File: config.mk
export PLATFORM = sky130hd
export DESIGN_NAME = calc_sequencer
export DESIGN_NICKNAME = d
export VERILOG_FILES = /design/src/rtl/calc_sequencer.sv
export SDC_FILE = /design/constraint.sdc
export NUM_CORES = 1
export LEC_CHECK = 0
export BUFFER_PORTS_ARGS = -buffer_cell sky130_fd_sc_hd__buf_4
export CAP_MARGIN = 10
export CORE_ASPECT_RATIO = 1.75
export CORE_MARGIN = 10
export CORE_UTILIZATION = 40
export DETAILED_ROUTE_END_ITERATION = 12
export PLACE_DENSITY = 0.57
export SYNTH_ARGS = -nofsm -noshare
export SYNTH_HDL_FRONTEND = slang
export SYNTH_SLANG_ARGS = --single-unit
File: constraint.sdc
create_clock -name i_clk -period 7.2 [get_ports i_clk]
set_input_delay 0.36 -clock i_clk [delete_from_list [all_inputs] [get_ports i_clk]]
set_output_delay 0.36 -clock i_clk [all_outputs]
set_load 0.02 [all_outputs]
File: src/rtl/calc_sequencer.sv
// Keypad calculator sequencer: collects two decimal operands and an operator,
// launches the arithmetic unit, captures its result and supports chaining.
module calc_sequencer (
    input  logic        i_clk,
    input  logic        i_rst_n,
    input  logic        i_key_valid,
    input  logic [3:0]  i_key_code,
    input  logic [39:0] i_result,
    input  logic        i_err,
    input  logic        i_sign,
    output logic [39:0] o_s1,
    output logic [39:0] o_s2,
    output logic        o_sign,
    output logic [1:0]  o_arith_func,
    output logic        o_en,
    output logic        o_clr,
    output logic [39:0] o_display,
    output logic        o_disp_neg,
    output logic        o_err,
    output logic        o_busy
);

    typedef enum logic [2:0] {
        ENTER_A, OP, ENTER_B, EXEC, WAIT, DONE, ERR
    } state_t;

    // Operands at or above this value already hold six digits.
    localparam logic [39:0] LIMIT = 40'd100000;

    state_t      state_q, state_d;
    logic [39:0] a_q, a_d;
    logic [39:0] b_q, b_d;
    logic        sign_q, sign_d;
    logic [1:0]  func_q, func_d;
    logic [39:0] res_q, res_d;
    logic        rsign_q, rsign_d;
    logic        clr_q, clr_d;
    logic        rel_q;

    logic        is_dig, is_op, is_eq, is_clr;
    logic [39:0] dig;
    logic [1:0]  op;

    assign is_dig = (i_key_code <= 4'd9);
    assign is_op  = (i_key_code >= 4'hA) && (i_key_code <= 4'hD);
    assign is_eq  = (i_key_code == 4'hE);
    assign is_clr = (i_key_code == 4'hF);
    assign dig    = {36'd0, i_key_code};
    assign op     = i_key_code[1:0] - 2'd2;

    // State and datapath registers; rel_q marks the first edge out of reset.
    always_ff @(posedge i_clk) begin
        if (!i_rst_n) begin
            state_q <= ENTER_A;
            a_q     <= '0;
            b_q     <= '0;
            sign_q  <= 1'b0;
            func_q  <= 2'b00;
            res_q   <= '0;
            rsign_q <= 1'b0;
            clr_q   <= 1'b0;
            rel_q   <= 1'b1;
        end else begin
            state_q <= state_d;
            a_q     <= a_d;
            b_q     <= b_d;
            sign_q  <= sign_d;
            func_q  <= func_d;
            res_q   <= res_d;
            rsign_q <= rsign_d;
            clr_q   <= clr_d;
            rel_q   <= 1'b0;
        end
    end

    // Next-state logic: clear wins over everything, busy states drop keys.
    always_comb begin
        state_d = state_q;
        a_d     = a_q;
        b_d     = b_q;
        sign_d  = sign_q;
        func_d  = func_q;
        res_d   = res_q;
        rsign_d = rsign_q;
        clr_d   = rel_q;
        if (i_key_valid && is_clr) begin
            state_d = ENTER_A;
            a_d     = '0;
            b_d     = '0;
            sign_d  = 1'b0;
            func_d  = 2'b00;
            clr_d   = 1'b1;
        end else begin
            unique case (state_q)
                ENTER_A: begin
                    if (i_key_valid && is_dig) begin
                        if (a_q < LIMIT) a_d = a_q * 40'd10 + dig;
                    end else if (i_key_valid && is_op) begin
                        func_d  = op;
                        state_d = OP;
                    end
                end
                OP: begin
                    if (i_key_valid && is_op) begin
                        func_d = op;
                    end else if (i_key_valid && is_dig) begin
                        b_d     = dig;
                        state_d = ENTER_B;
                    end
                end
                ENTER_B: begin
                    if (i_key_valid && is_dig) begin
                        if (b_q < LIMIT) b_d = b_q * 40'd10 + dig;
                    end else if (i_key_valid && is_eq) begin
                        if (func_q == 2'b11 && b_q == '0) state_d = ERR;
                        else                              state_d = EXEC;
                    end
                end
                EXEC: state_d = WAIT;
                WAIT: begin
                    res_d   = i_result;
                    rsign_d = i_sign;
                    state_d = i_err ? ERR : DONE;
                end
                DONE: begin
                    if (i_key_valid && is_dig) begin
                        a_d     = dig;
                        b_d     = '0;
                        sign_d  = 1'b0;
                        state_d = ENTER_A;
                    end else if (i_key_valid && is_op) begin
                        a_d     = res_q;
                        sign_d  = rsign_q;
                        func_d  = op;
                        state_d = (rsign_q && op != 2'b01) ? ERR : OP;
                    end
                end
                ERR: ;
                default: state_d = ENTER_A;
            endcase
        end
    end

    // Display selection follows the calculation phase.
    always_comb begin
        o_display  = '0;
        o_disp_neg = 1'b0;
        unique case (state_q)
            ENTER_A, OP: begin
                o_display  = a_q;
                o_disp_neg = sign_q;
            end
            ENTER_B, EXEC, WAIT: o_display = b_q;
            DONE: begin
                o_display  = res_q;
                o_disp_neg = rsign_q;
            end
            ERR: ;
            default: ;
        endcase
    end

    assign o_s1         = a_q;
    assign o_s2         = b_q;
    assign o_sign       = sign_q;
    assign o_arith_func = func_q;
    assign o_en         = (state_q == EXEC);
    assign o_busy       = (state_q == EXEC) || (state_q == WAIT);
    assign o_err        = (state_q == ERR);
    assign o_clr        = clr_q;

endmodule

* Word-level counts from Yosys, hierarchy flattened
Cells that the tools add are included.
Cells by class: $add $sub $neg 3, multipliers 2, magnitude comparators 5, equal/unequal tests 23, muxes and demuxes 32, bitwise operators 3, reductions and logical operators 24
Operators by type and width (count):
- 2-to-1 mux 40 bit | 9
- case mux 40 bit (3 select lines) | 2
- adder 40 x 4 -> 40 bit | 2
- < comparator 40 x 17 -> 1 bit, second input constant | 2
- multiplier 40 x 3 -> 39 bit, second input constant | 2
- case mux 40 bit (2 select lines) | 1
- zero test 40 bit | 1
- 2-to-1 mux 3 bit | 10
- != test 2 bit, second input constant | 12
- case mux 3 bit (7 select lines) | 1
- equality test 3 bit, second input constant | 3
- equality test 4 bit, second input constant | 2
- <= comparator 4 bit, second input constant | 2
- AND reduction 8 bit | 1
- logical AND 1 bit | 7
- equality test 3 x 2 -> 1 bit, second input constant | 2
- 2-to-1 mux 2 bit | 3
- AND reduction 2 bit | 3
- AND reduction 6 bit | 1
- nonzero test 2 bit | 3
- OR reduction 2 bit | 3
- greater-or-equal comparator 4 bit, second input constant | 1
- 2-to-1 mux 1 bit | 4
- case mux 2 bit (2 select lines) | 1
- other kinds (12) | 14
Word-level totals: flip-flop bits (word level) 129, logic and storage cells 101

* Depth between registers and ports, before layout
depth in word-level cells 7, mapped depth 16, gate-level depth less buffers 15

* Worst setup path after synthesis
Ideal clock, no wire load.
path kind reg-to-reg, from register a_q[1] (netlist: o_s1[1]), to register a_q[39] (netlist: o_s1[39]), setup time 0.073 ns, data arrival time 4.025 ns, setup slack 3.102 ns, cell stages (with the launch flop) 15, path buffers 0, clock period less this slack 4.098 ns, cell sequence dfxtp_1 ha_1 ha_1 fa_1 or2b_1 or4b_1 a211oi_2 nand3_2 nor3_4 nand4_4 nor3_4 nand4_2 nor4_2 xnor3_1 o22ai_2
Between the ends: word-level cells in the longest chain between the ends 5, elaborated cells between the ends (all ways) 8
Ends and longest elaborated chain:
- start, declared | line 31 | logic [39:0] a_q, a_d;
- start signal, assigned | line 55 | a_q <= '0;
- start signal, assigned | line 65 | a_q <= a_d;
- multiplier 40 x 3 -> 39 bit | line 97 | if (a_q < LIMIT) a_d = a_q * 40'd10 + dig;
- adder 40 x 4 -> 40 bit | line 97
- 2-to-1 mux 40 bit | line 97
- 2-to-1 mux 40 bit | line 96 | if (i_key_valid && is_dig) begin
- case mux 40 bit (2 select lines) | line 94 | unique case (state_q)
Parallel ways exist; a longest one is shown, timed or not. The select of a mux whose other input is x is not followed. A chain may end at the register's enable or synchronous reset.

* Final worst setup path
from register a_q[3] (netlist: o_s1[3]), to register a_q[39] (netlist: o_s1[39])
The elaborated chain is that of the path after synthesis.

==> results.md <==
* Final worst path period need at roughly 4.7 ns
* Initial DRT Pass Iterations at 6
* DR vias at between 10000 and 15000
* GRT overflow at 0
* Sw frac at 44.4%
* Worst VDD drop at ~0.22 mV
* Syn Nets at a little over 2000
* TritonCTS clock tree: yes
* Die Ht at about 260 µm
* Power share of the sequential group at a little over a quarter
* Clock slew at reported path FFs at 0.06 ns
* Dpl hpwl at roughly 41000 µm
* Total power at approximately 3500 µW
* Die area at 42400 µm²
* Max Clock Skew at between 0.009 and 0.01 ns
* Status: completed
* WP data required at 7.56 ns
* Max Fclk at roughly 210 MHz
* Lkg Pwr at between 0.006 and 0.007 µW
* Post-synth top area cell: dfxtp_1
* Buffers on Ports at around 180
* Worst Hold Class: input port to register
* Top cell type's share of synthesized area at a little under a fifth
* Post-layout nets at approximately 2100
* CTS root buffer: clkbuf_16
* Share of layout cells above drive strength 1 at 15.2%
* Initial core utilization at around two fifths
* Sinks on Clock Net at 129
* Antenna violations before repair at 2
* Drc violations at 0
* Max-Cap Viols at 0
* Internal at 1960 µW
* Cell Pwr Density at between 200 and 250 nW/µm²
* Total GRT Usage at around a quarter
* CP Class: register to register
* YS warnings at 0
* # Post-CTS Setup Buffers at 0
* GP Congestion at about 0.9
* Area delta synth->final at 16.1%
* Synth cell count leaders: 265 x nand2_1, 169 x a21oi_1, 148 x ha_1, 135 x nor2_1
* Via count of the first global-routing pass at approximately 14000
* Synth Instances at between 1500 and 2000
* Most common flop cell mapped by yosys: dfxtp_1
* Mapped Area at roughly 14000 µm²
* Post-CTS Resized at 0
* Synth area leaders: dfxtp_1 19%, ha_1 14%, nand2_1 7.3%, a21oi_1 6.2%, xnor2_1 5.0%
* Clock Latency Late Sink at roughly 0.44 ns
* Combinational power share at 46.8%
* Measured slew at the worst slew-check pin at between 1 and 1.5 ns
* RSZ-0062 raised after global routing: no
* Setup violators final at 0
* Distinct cells, synth at ~110
* Core area at around 34000 µm²
* Drt wl/cell at approximately 22 µm
* Num CTS Buffers at 17
* Post-synth ARST share at 0%
* FP Rows at between 80 and 90
* Mean Syn Cell Area at 7.48 µm²
* Max Fanout on Critical Path at 7
* Most frequent cell after synthesis: nand2_1
* Slew margin rel. at about a quarter
* Clk buf depth at 2
* Post-route antenna net violation count at 0
* Final Hold Viols at 0
* Clock power frac at a little over a quarter
* Hold Buf Count CTS at 0
* Final hold slack at between 0.15 and 0.2 ns
* Initial DRC Count at approximately 950
* TNS Setup at 0 ns
* Vias per cell at 5.99
* Io pins at between 150 and 200
* Largest net degree at the start of global routing at just over 90
* Slew Viols, Final at 0
* Crit end category: register
* Global-route wire length before repair at roughly 81000 µm
* Die Span X at between 150 and 200 µm
* Number of enable flip-flop cells after synthesis at 0
* Startpoint type of the worst setup path: register
* Switching Power at 1560 µW
* Flops & latches, synth at ~130
* Register area share after synthesis at a little under a fifth
* Total Routed Length at about 53000 µm
* Final period utilization at 65.1%
* Crit path DAT at between 5 and 6 ns
* CTS HTree Levels at 4
-- cell type report --
class | count | area [µm²]
diodes | 2 | 5.00
clock buffers | 18 | 429
clock inverters | 14 | 205
fillers | 3443 | 17800
inverters | 29 | 109
multi-input cells | 1571 | 10600
flip-flops and latches | 129 | 2590
well taps | 455 | 569
repair buffers | 188 | 1410
-- path summary, 6_finish.rpt --
kind	depth (start not counted)	startpoint	endpoint	slack, ns
worst min register to register	2	res_q[32]$_SDFFE_PN0P_	res_q[32]$_SDFFE_PN0P_	0.47
worst max-delay path	14	o_s1[3]$_SDFFE_PP0P_	o_s1[39]$_SDFFE_PP0P_	2.51
worst max register to register	14	o_s1[3]$_SDFFE_PP0P_	o_s1[39]$_SDFFE_PP0P_	2.51
worst min-delay path	3	i_result[5]	res_q[5]$_SDFFE_PN0P_	0.18
-- power by group through the flow --
stage          logic, µW  registers, µW  clock network, µW
2_1_floorplan       1130            908                  0
3_3_place_gp        1630            946                  0
3_5_place_dp        1630            945                  0
4_1_cts             1640            929                942
5_1_grt             1800            943                977
6_report            1650            935                937
-- per-stage QoR --
step                worst slack, ns  util [%]  instance area (µm²)  std cells
CTS                            2.52      47.2                15900       2404
global placement               2.55      45.3                15300       2372
floorplan                      3.10         -                13700       1832
global route                   2.20      47.2                15900       2406
finish                         2.51      47.2                15900       2406
detailed placement             2.56      45.3                15300       2372
-- critical path, cell delays in order, from the launching register on --
cell	delay [ns]
dfxtp_1	0.51
ha_1	0.30
ha_1	0.25
fa_1	0.48
a21oi_1	0.31
o21ai_1	0.22
a22oi_2	0.40
o31a_1	0.27
a21oi_1	0.09
a311oi_1	0.60
and4bb_2	0.36
nand2_1	0.12
nor4_2	0.30
xnor3_1	0.30
o22ai_2	0.10
-- registers in the layout, summed over array words and instances (netlist names) --
name          count
o_sign            1
rsign_q           1
rel_q             1
o_s1             40
state_q           3
o_s2             40
o_clr             1
o_arith_func      2
res_q            40
-- cell families (layout without fill, tap and decap cells) --
logic type	count (synthesis)	count (layout)	synth area share, %
xor+xnor	116	116	7.57
buf+inv	132	249	4.03
other cells	0	2	0
compound gates	557	557	26.6
fa+ha+maj	152	152	14.1
simple gates	703	703	25.7
mux	43	43	3.15
flops	129	129	18.8
-- cell usage in the layout, fill, tap and decap left out, types with 35 or more instances in the layout --
cell | synthesis | final
nand2_1 | 265 | 265
nor2_1 | 135 | 134
nor3_1 | 51 | 50
xor2_1 | 35 | 35
nand3_1 | 48 | 47
a21oi_1 | 169 | 167
o21ai_0 | 129 | 129
dfxtp_1 | 129 | 126
xnor2_1 | 79 | 79
ha_1 | 148 | 148
buf_4 | 2 | 188
mux2i_1 | 42 | 42
-- layer usage --
| metal | GRT usage (%) | part of all wire, % | up-vias | wire length [µm] |
|---|---|---|---|---|
| met5 | 0 | 0 | - | 0 |
| met4 | 13.2 | 5.2 | 0 | 2740 |
| met3 | 2.11 | 3.7 | 116 | 1950 |
| met2 | 44.3 | 53 | 431 | 27800 |
| met1 | 25.6 | 38 | 6870 | 20100 |
| li1 | - | - | 6990 | - |
(Power assumes the default switching activity.)
